<file path="src/rtl/exec_unit.sv">
// exec_unit: ALU / branch-compare execution unit with an optional iterative multiply/divide path.
// Define MULDIV_EN to build the radix-2 MUL/DIV engine; without it, fun 19-26 report illegal.
module exec_unit #(
  parameter int XLEN = 32,
  parameter int SHW  = $clog2(XLEN)
) (
  input  logic            clk,
  input  logic            rst,
  input  logic            in_valid,
  output logic            in_ready,
  input  logic [4:0]      fun,
  input  logic [XLEN-1:0] op1,
  input  logic [XLEN-1:0] op2,
  output logic            out_valid,
  input  logic            out_ready,
  output logic [XLEN-1:0] result,
  output logic            br_flg,
  output logic            illegal,
  output logic            busy
);

  typedef enum logic [1:0] {IDLE, CALC, DONE} state_t;

  state_t                 state, state_nxt;
  logic                   accept;
  logic signed [XLEN-1:0] op1_s, op2_s;
  logic [XLEN-1:0]        sum, iss_res;
  logic [SHW-1:0]         shamt;
  logic                   iss_br, iss_ill, start_calc;

  assign in_ready  = (state == IDLE);
  assign out_valid = (state == DONE);
  assign busy      = (state != IDLE);
  assign accept    = in_valid & in_ready;
  assign op1_s     = op1;
  assign op2_s     = op2;
  assign sum       = op1 + op2;
  assign shamt     = op2[SHW-1:0];

`ifdef MULDIV_EN
  logic [SHW-1:0]      cnt;
  logic                last, div_op, rem_op, sgn_div, ovf, a_sgn, b_sgn, a_neg, b_neg;
  logic                md_div, md_hi, md_rem, md_neg;
  logic [XLEN-1:0]     a_mag, b_mag, acc, lo, mcand, acc_nxt, lo_nxt, q_fix, r_fix, md_res;
  logic [XLEN:0]       add_w, rs_w, diff_w;
  logic [2*XLEN-1:0]   prod, prod_fix;

  assign div_op  = (fun >= 5'd23);
  assign rem_op  = (fun == 5'd25) || (fun == 5'd26);
  assign sgn_div = (fun == 5'd23) || (fun == 5'd25);
  assign ovf     = (op1 == {1'b1, {(XLEN-1){1'b0}}}) && (op2 == '1);
  assign a_sgn   = (fun == 5'd20) || (fun == 5'd21) || sgn_div;
  assign b_sgn   = (fun == 5'd20) || sgn_div;
  assign a_neg   = a_sgn & op1[XLEN-1];
  assign b_neg   = b_sgn & op2[XLEN-1];
  assign a_mag   = a_neg ? '0 - op1 : op1;
  assign b_mag   = b_neg ? '0 - op2 : op2;
  assign last    = (cnt == SHW'(XLEN-1));

  // Engine works on magnitudes; sign is restored on the final iteration.
  always_comb begin
    add_w  = {1'b0, acc} + (lo[0] ? {1'b0, mcand} : '0);
    rs_w   = {acc, lo[XLEN-1]};
    diff_w = rs_w - {1'b0, mcand};
    if (md_div) begin
      acc_nxt = diff_w[XLEN] ? rs_w[XLEN-1:0] : diff_w[XLEN-1:0];
      lo_nxt  = {lo[XLEN-2:0], ~diff_w[XLEN]};
    end else begin
      acc_nxt = add_w[XLEN:1];
      lo_nxt  = {add_w[0], lo[XLEN-1:1]};
    end
    prod     = {acc_nxt, lo_nxt};
    prod_fix = md_neg ? '0 - prod : prod;
    q_fix    = md_neg ? '0 - lo_nxt : lo_nxt;
    r_fix    = md_neg ? '0 - acc_nxt : acc_nxt;
    if (md_div) md_res = md_rem ? r_fix : q_fix;
    else        md_res = md_hi ? prod_fix[2*XLEN-1:XLEN] : prod_fix[XLEN-1:0];
  end

  always_ff @(posedge clk) begin
    if (rst)                 cnt <= '0;
    else if (accept)         cnt <= '0;
    else if (state == CALC)  cnt <= cnt + 1'b1;
  end

  always_ff @(posedge clk) begin
    if (accept) begin
      acc    <= '0;
      lo     <= a_mag;
      mcand  <= b_mag;
      md_div <= div_op;
      md_hi  <= (fun != 5'd19);
      md_rem <= rem_op;
      md_neg <= rem_op ? a_neg : (a_neg ^ b_neg);
    end else if (state == CALC) begin
      acc <= acc_nxt;
      lo  <= lo_nxt;
    end
  end
`endif

  always_comb begin
    iss_res    = '0;
    iss_br     = 1'b0;
    iss_ill    = 1'b0;
    start_calc = 1'b0;
    case (fun)
      5'd0:  iss_res = '0;
      5'd1:  iss_res = sum;
      5'd2:  iss_res = op1 - op2;
      5'd3:  iss_res = op1 & op2;
      5'd4:  iss_res = op1 | op2;
      5'd5:  iss_res = op1 ^ op2;
      5'd6:  iss_res = op1 << shamt;
      5'd7:  iss_res = op1 >> shamt;
      5'd8:  iss_res = op1_s >>> shamt;
      5'd9:  iss_res = {{(XLEN-1){1'b0}}, op1_s < op2_s};
      5'd10: iss_res = {{(XLEN-1){1'b0}}, op1 < op2};
      5'd11: iss_res = {sum[XLEN-1:1], 1'b0};
      5'd12: iss_res = op1;
      5'd13: iss_br  = (op1 == op2);
      5'd14: iss_br  = (op1 != op2);
      5'd15: iss_br  = (op1_s < op2_s);
      5'd16: iss_br  = (op1_s >= op2_s);
      5'd17: iss_br  = (op1 < op2);
      5'd18: iss_br  = (op1 >= op2);
`ifdef MULDIV_EN
      5'd19, 5'd20, 5'd21, 5'd22, 5'd23, 5'd24, 5'd25, 5'd26: begin
        if (div_op && (op2 == '0))    iss_res = rem_op ? op1 : '1;
        else if (sgn_div && ovf)      iss_res = rem_op ? '0 : op1;
        else                          start_calc = 1'b1;
      end
`endif
      default: iss_ill = 1'b1;
    endcase
  end

  always_comb begin
    state_nxt = state;
    case (state)
      IDLE: if (in_valid) state_nxt = start_calc ? CALC : DONE;
`ifdef MULDIV_EN
      CALC: if (last) state_nxt = DONE;
`endif
      DONE: if (out_ready) state_nxt = IDLE;
      default: state_nxt = IDLE;
    endcase
  end

  always_ff @(posedge clk) begin
    if (rst) state <= IDLE;
    else     state <= state_nxt;
  end

  // Result registers: loaded at accept, or at the end of an iterative op
  always_ff @(posedge clk) begin
    if (rst) begin
      result  <= '0;
      br_flg  <= 1'b0;
      illegal <= 1'b0;
    end else if (accept) begin
      result  <= iss_res;
      br_flg  <= iss_br;
      illegal <= iss_ill;
    end
`ifdef MULDIV_EN
    else if ((state == CALC) && last) begin
      result <= md_res;
    end
`endif
  end

endmodule

</file>
<file path="config.mk">
export PLATFORM = sky130hd
export DESIGN_NAME = exec_unit
export DESIGN_NICKNAME = d
export VERILOG_FILES = /design/src/rtl/exec_unit.sv
export SDC_FILE = /design/constraint.sdc
export NUM_CORES = 1
export LEC_CHECK = 0
export CORE_MARGIN = 2
export CORE_UTILIZATION = 50
export CTS_CLUSTER_SIZE = 24
export DETAILED_ROUTE_END_ITERATION = 10
export GPL_TIMING_DRIVEN = 0
export PLACE_DENSITY = 0.75
export REMOVE_ABC_BUFFERS = 1
export SLEW_MARGIN = 20
export SYNTH_ARGS = -nofsm -noshare
export SYNTH_HDL_FRONTEND = slang
export SYNTH_SLANG_ARGS = --single-unit
</file>
<file path="constraint.sdc">
create_clock -name clk -period 5.7 [get_ports clk]
set_input_delay 1.14 -clock clk [delete_from_list [all_inputs] [get_ports clk]]
set_output_delay 1.14 -clock clk [all_outputs]
set_load 0.005 [all_outputs]
</file>
## Word level (Yosys, flattened, before mapping)

Cells that the tools add are included.

- Div/mod/pow operators: 0
- Magnitude comparators: 4
- Reduce and logical (&&, ||, !) cells: 5
- Equal/unequal tests: 23
- Multiply operators: 0
- Add/subtract/negate cells: 2
- Shift-type cells: 3
- Bitwise gates (word level): 4
- Multiplexer cells: 6

Operators with widths:

| cell | count |
|---|---|
| $pmux W32 S12 | 1 |
| $ge A32 B32 Y1 | 2 |
| $lt A32 B32 Y1 | 2 |
| $eq A5 B4 Y1 const B | 8 |
| $add A32 B32 Y32 | 1 |
| $and A32 B32 Y32 | 1 |
| $eq A32 B32 Y1 | 1 |
| $ne A32 B32 Y1 | 1 |
| $or A32 B32 Y32 | 1 |
| $shl A32 B5 Y32 | 1 |
| $shr A32 B5 Y32 | 1 |
| $sshr A32 B5 Y32 | 1 |
| $sub A32 B32 Y32 | 1 |
| $xor A32 B32 Y32 | 1 |
| $eq A5 B3 Y1 const B | 4 |
| $reduce_or A19 Y1 | 1 |
| $eq A5 B5 Y1 const B | 3 |
| $eq A5 B2 Y1 const B | 2 |
| $pmux W1 S6 | 1 |
| $eq A5 B1 Y1 const B | 1 |
| $logic_not A5 Y1 | 1 |
| $mux W2 | 2 |
| $pmux W2 S2 | 1 |
| $eq A2 B2 Y1 const B | 1 |
| 7 further kinds | 7 |

- Bits in writable memories: 0
- Flip-flop bits (word level): 36
- Latch bits: 0
- Memories: 0
- Bits in read-only memories: 0
- Logic and storage cells: 51

## Longest topological paths before layout

Gate-level depths: netlist (run 1).

- Depth after elaboration: 3
- Mapped depth: 16
- Mapped depth without buffers: 12

## Worst setup path after synthesis (run 1)

No wires, ideal clock.

- Path type: input to register
- Start point: in op2[2]
- End point: reg result[24]
- Data arrival time: 4617 ps
- Setup slack: 950 ps
- Stages: 15
- Buffers on the path: 5
- Setup time: 133 ps
- Required time: 5567 ps
- Cell sequence: buf_2 > inv_1 > buf_2 > buf_2 > buf_1 > ha_1 > clkbuf_1 > o21ba_2 > or4_1 > a31oi_2 > o21ai_1 > o31a_1 > a221o_1 > a221oi_1 > nor3_1

- Longest elaborated chain between the ends: 2
- Elaborated cells between the ends (all ways): 6
- Classes of those cells: 2 x add/sub; 3 x shift; 1 x mux

Ends and longest elaborated chain:

| item | line | text |
|---|---|---|
| start, declared | 13 | `input logic [XLEN-1:0] op2,` |
| $add A32 B32 Y32 (tied with other cells) | 37 | `assign sum = op1 + op2;` |
| $pmux W32 S12 * | 107 | `case (fun)` |
| end signal, assigned | 162 | `result <= iss_res;` |
| end, declared | 16 | `output logic [XLEN-1:0] result,` |

Mark *: on every way between the ends. The rest lies on a longest branch, timed or not.
A chain may end at the register's enable or synchronous reset.

## Final worst setup path (run 1)

- Start point: in op1[23]
- End point: reg result[0]

- Longest elaborated chain between the ends: 2
- Elaborated cells between the ends (all ways): 6
- Classes of those cells: 2 x order compare; 3 x shift; 1 x mux

Ends and longest elaborated chain:

| item | line | text |
|---|---|---|
| start, declared | 12 | `input logic [XLEN-1:0] op1,` |
| $lt A32 B32 Y1 (tied with other cells) | 118 | `5'd10: iss_res = {{(XLEN-1){1'b0}}, op1 < op2};` |
| $pmux W32 S12 * | 107 |  |

Marked as above.

==> impl_results.md, run 1 <==
* FF-to-FF path depth at 7
* Static leakage at 4.66 nW
* Layout area overhead at 14.1%
* Highest Clock Rate at 191 MHz
* N_diodes at 0
* Slowest stage cell, crit path: a2111oi_0
* Top-area cell type share of the netlist area at 0.117
* EDFF count, synth at 0
* Synthesized flop and latch total at 35
* Final #Nets at 1653
* Crit share post-route at 0.918
* I/O Buffers at 109
* # Post-CTS Setup Buffers at 0
* Crit Path Class: primary input to register
* Post-CTS Resized at 0
* Crit-path cells: clkdlybuf4s50_1 -> inv_1 -> ha_1 -> inv_1 -> a21oi_1 -> nand2_1 -> a21oi_1 -> o21ai_0 -> a2111oi_0 -> o21ai_0 -> a21o_1 -> a211oi_1
* Final hold vios at 0
* TritonCTS clock tree: yes
* Critical path capture point: result[0]
* DRT Wirelength at 45900 um
* Final std cells w/o fill at 1752
* Ys flop type: dfxtp_1
* Slew Limit Fails at 0
* Root Driver: clkbuf_16
* Number of routed nets with antenna violations at 0
* Starting DRT DRC Count at 1621
* Flop2flop setup slack at 2920 ps
* Synth cell types at 87
* Clk_lat worst skew at 310 ps
* Die area at 0.0219 mm^2
* Hold Buf Count CTS at 0
* Post-Syn Instances at 1467
* Site row count at 52
* Most common cell in the synthesized netlist: nor2_1
* Dpl cells at 1744
* DIE HEIGHT at 148 um
* Area leader, netlist: ha_1
* Slew @ Worst Pin at 1160 ps
* Max rail drop VDD at 0.108 mV
* Die X at 148 um
* Initial Util at 0.511
* Gr usage total at 0.407
* Worst path max stage delay at 850 ps
* GR Overflow Total at 0
* DRT Pass-1 Iters at 9
* Vias per cell at 7.22
* Crit path time final at 5230 ps
* Post-DP HPWL at 34300 um
* FF-to-FF End: result[21]
* Layout cells sized above 1 at 0.0877
* Sequential-to-total area share from yosys stat at 0.0676
* Worst Path Buf+Inv at 3
* CP Data Required Time at 5930 ps
* Clk_skew at 6.77 ps
* Largest delay share family, worst path: compound AO/OA/AOI/OAI gates
* CTS Sinks at 35
* Synth warn at 0
* Worst Setup Start Kind: primary input
* Largest net degree at the start of global routing at 71
* Worst path arrival time at 5460 ps
* Clk buf depth at 2
* Clock transition at path regs at 70 ps
* Top Ports at 110
* Most frequent cells after synthesis: nor2_1 (163), nand2_1 (147), a21oi_1 (128)
* Cell area after synthesis at 0.0104 mm^2
* RSZ-0062 raised after global routing: no
* Failing checks: DRC
* # H-tree levels at 2
* Synth area leaders: ha_1 (12%), mux4_2 (9.8%), dfxtp_1 (6.8%)
* Syn avg cell area at 7.07 um^2
* CP Launch Point: op1[23]
* DRC violations left at 1
* Routability congestion estimate at 1.01
* Final setup vio count at 0
* Core area at 0.0203 mm^2
* Min Hold Slack at 456 ps
* Vias in the first global route at 11700
* Total number of vias at 12700
* Crit. path cell count at 12
* Post-DR wirelength/cell at 26.2 um
* Hold Path Class: register to register
* Setup TNS at 0 ps
* Max_cap viols at 0
* Filler cells at 1948
* Slew HR at 0.225
* Initial antenna violation count at 0
* Total CTS buffers at 5
* Crit end category: register
* Critical path fanouts, max at 12
* Ys async rst share at 0
* RR Startpoint: state[1]
* Outcome: finished with violations
* Cell Pwr Density at 136 mW/mm^2
* First-pass GRT wire length at 69200 um
report_power, final:
part	switching [W]	total (W)	internal (W)
Combinational	0.000622	0.000993	0.000370
Sequential	0.00000444	0.000256	0.000252
Clock	0.000156	0.000364	0.000208
Total	0.000783	0.00161	0.000830
area by class of cell:
cell class / instances / area [um^2] / share of cell area
Tap cell: 270 / 338 / 0.0286
Sequential cell: 35 / 701 / 0.0593
Inverter: 97 / 364 / 0.0308
Clock inverter: 3 / 43.8 / 0.00370
Clock buffer: 5 / 125 / 0.0106
Multi-Input combinational cell: 1213 / 8830 / 0.747
Timing Repair Buffer: 129 / 1420 / 0.120
per-stage QoR:
stage | cell area (um^2) | util | setup WS, ps | power [W]
floorplan | 9850 | - | 1240 | 0.000830
global route | 11800 | 0.582 | 429 | 0.00168
CTS | 11800 | 0.582 | 628 | 0.00158
global placement | 11300 | 0.555 | -3240 | 0.00120
detailed placement | 11600 | 0.574 | 322 | 0.00121
finish | 11800 | 0.582 | 465 | 0.00161
worst min path at each step:
stage | cells past startpoint | end | slack, ps | from
CTS | 2 | result[4] | 460 | result[4]
detailed placement | 2 | result[4] | 450 | result[4]
global placement | 2 | result[4] | 440 | result[4]
global route | 2 | illegal | 470 | illegal
finish | 2 | result[11] | 460 | result[11]
floorplan | 2 | illegal | 440 | illegal
cell families after synthesis:
family,after synthesis,synth area share
AO/OA/AOI/OAI,536,0.355
AND/OR/NAND/NOR,454,0.197
buffers and inverters,219,0.0852
multiplexers,110,0.162
adder cells (fa/ha/maj),99,0.121
flip-flops,35,0.0676
XOR/XNOR,14,0.0118
worst reg2reg max path: stages (launching register included):
cell       delay [ps]
dfxtp_1           340
inv_1             110
nand2_2           360
buf_16            330
nand2_1           120
nand4_1           240
a2111oi_1         930
a221oi_1          180
sequential cells by signal (all words and copies together), names as in the netlist:
register / flops
br_flg: 1
illegal: 1
result: 32
state: 1
layer usage:
layer	routed length [um]	GRT usage
met1	17800	0.549
met2	19600	0.611
met3	5980	0.0972
met4	2540	0.192
met5	0	0
layout by cell type (no fill, tap or decap), types with 6 or more instances in the layout:
cell type and n:
a2111oi_0 8, a211o_1 13, a211oi_1 38, a21o_1 15, a21oi_1 128, a221o_1 7
a221oi_1 27, a22oi_1 22, a31oi_1 21, and2_1 10, and3_1 6, buf_16 9
buf_4 9, clkdlybuf4s50_1 103, dfxtp_1 35, ha_1 97, inv_1 91, mux2_2 15
mux2i_1 50, mux4_2 45, nand2_1 144, nand2b_1 9, nand3_1 28, nand4_1 13
nor2_1 162, nor2b_1 13, nor3_1 27, nor4_1 10, o2111ai_1 9, o211ai_1 25
o21ai_0 98, o21bai_1 13, o221ai_1 11, o22ai_1 10, o31ai_1 11, xnor2_1 14
(Power assumes the default switching activity.)
==> run 2: changes to the inputs <==
- CORE_MARGIN: 2 -> not set
==> run 2 against run 1 <==
Effect of this change: the run now ends clean; non-clock buffer count fell by 2; fmax down 0.52%; total power shrank 3.7%; final area decreased by 0.33%; largest power group unchanged; highest routed layer is now met5.
==> impl_results.md, run 2 (synthesis results as in run 1) <==
* Outcome: completed
* Clock transition at path regs at 70 ps
* Cell Pwr Density at 132 mW/mm^2
* GR Overflow Total at 0
* Final instance area at 0.0118 mm^2
* GR Util met3 at 0.0972
* DRT Pass-1 Iters at 7
* Final std cells w/o fill at 1750
* Clk_lat worst skew at 310 ps
* Slew Limit Fails at 0
* Max_cap viols at 0
* DRT Wirelength at 44800 um
* Crit share post-route at 0.923
* Post-DP HPWL at 33600 um
* Layout cells sized above 1 at 0.0851
* Layout area overhead at 13.7%
* Root Driver: clkbuf_16
* Worst Setup Start Kind: primary input
* CP Launch Point: op2[2]
* First-pass GRT wire length at 68100 um
* Largest net degree at the start of global routing at 71
* RSZ-0062 raised after global routing: no
* Number of routed nets with antenna violations at 0
* Final hold vios at 0
* Final setup vio count at 0
* Hold Buf Count CTS at 0
* Crit end category: register
* TritonCTS clock tree: yes
* Met1 Track Usage GR at 0.543
* Crit path time final at 5260 ps
* Gr usage total at 0.413
* Crit Path Class: primary input to register
* Busiest grt layer: met2
* Post-DR wirelength/cell at 25.6 um
* Clk_skew at 8.44 ps
* I/O Buffers at 109
* Die area at 0.0213 mm^2
* DRC violations left at 0
* Routability congestion estimate at 1.01
* Initial antenna violation count at 1
* # Post-CTS Setup Buffers at 0
* Dpl cells at 1742
* Post-CTS Resized at 0
* Worst Hold Launch: result[4]
* Commonest non-fill, non-tap cell in the layout: nor2_1
* Clk buf depth at 2
* N_diodes at 0
* DIE HEIGHT at 146 um
* Max reg flops at 32
* Total CTS buffers at 5
* Placed cell areas at 0.0116 mm^2
* Vias per cell at 7.12
* Hold Path Class: register to register
* # H-tree levels at 2
* Slew HR at 0.131
* Slew @ Worst Pin at 1270 ps
* Starting DRT DRC Count at 1760
* Largest register by flop count: result
* Max rail drop VDD at 0.100 mV
* Highest Clock Rate at 190 MHz
* Critical path fanouts, max at 63
* Min Hold Slack at 457 ps
* Final #Nets at 1651
* RR Startpoint: state[1]
* Top Ports at 110
* Total number of vias at 12500
* Most frequent cells in the layout: nor2_1 (162), nand2_1 (144), a21oi_1 (128)
* Initial Util at 0.511
* GR met2 Demand/Resource at 0.614
* CTS Sinks at 35
* Vias in the first global route at 11600
* Site row count at 52
* Core area at 0.0203 mm^2
* CP Data Required Time at 5930 ps
* Die X at 146 um
* Static leakage at 4.64 nW
* Worst path arrival time at 5490 ps
-- run 2: through the flow --
stage | util | power [W] | setup TNS [ps] | setup WS [ps]
after global routing | 0.581 | 0.00162 | 0 | 358
after CTS | 0.580 | 0.00152 | 0 | 717
after detailed placement | 0.573 | 0.00121 | 0 | 429
after global placement | 0.555 | 0.00119 | -83820 | -2970
final | 0.581 | 0.00155 | 0 | 438
after floorplan | - | 0.000830 | 0 | 1240
-- run 2: power breakdown --
group | total (W) | internal, W | leakage [nW] | switching [W]
logic | 0.000984 | 0.000371 | 4.29 | 0.000614
registers | 0.000256 | 0.000252 | 0.283 | 0.00000455
clock network | 0.000312 | 0.000163 | 0.0679 | 0.000149
-- run 2: worst max-delay path, stage by stage --
cell,delay (ps)
buf_4,570
inv_2,380
ha_1,540
o21ba_2,180
or4_1,150
a31oi_2,190
o211ai_1,550
a21oi_1,280
a2111oi_0,810
o21ai_0,210
a21o_1,210
a211oi_1,200
-- run 2: layout make-up --
type | count | area (um^2)
Inverter | 97 | 364
Sequential cell | 35 | 701
Multi-Input combinational cell | 1213 | 8830
Clock inverter | 1 | 5.00
Clock buffer | 7 | 133
Tap cell | 270 | 338
Fill cell | 1983 | 8510
Timing Repair Buffer | 127 | 1420
-- run 2: per-layer routing --
layer,wire (um),share of wire,vias to the layer above
li1,-,-,5549
met1,17400,0.39,5806
met2,18900,0.42,918
met3,5600,0.12,188
met4,2840,0.063,2
met5,11,0.00025,-
-- run 2: path summary, 6_finish.rpt --
path	slack, ps	cells past startpoint	endpoint
worst max register to register	2940	9	result[26]
worst min register to register	460	2	result[4]
worst max-delay path	440	12	result[0]
worst min-delay path	460	2	result[4]
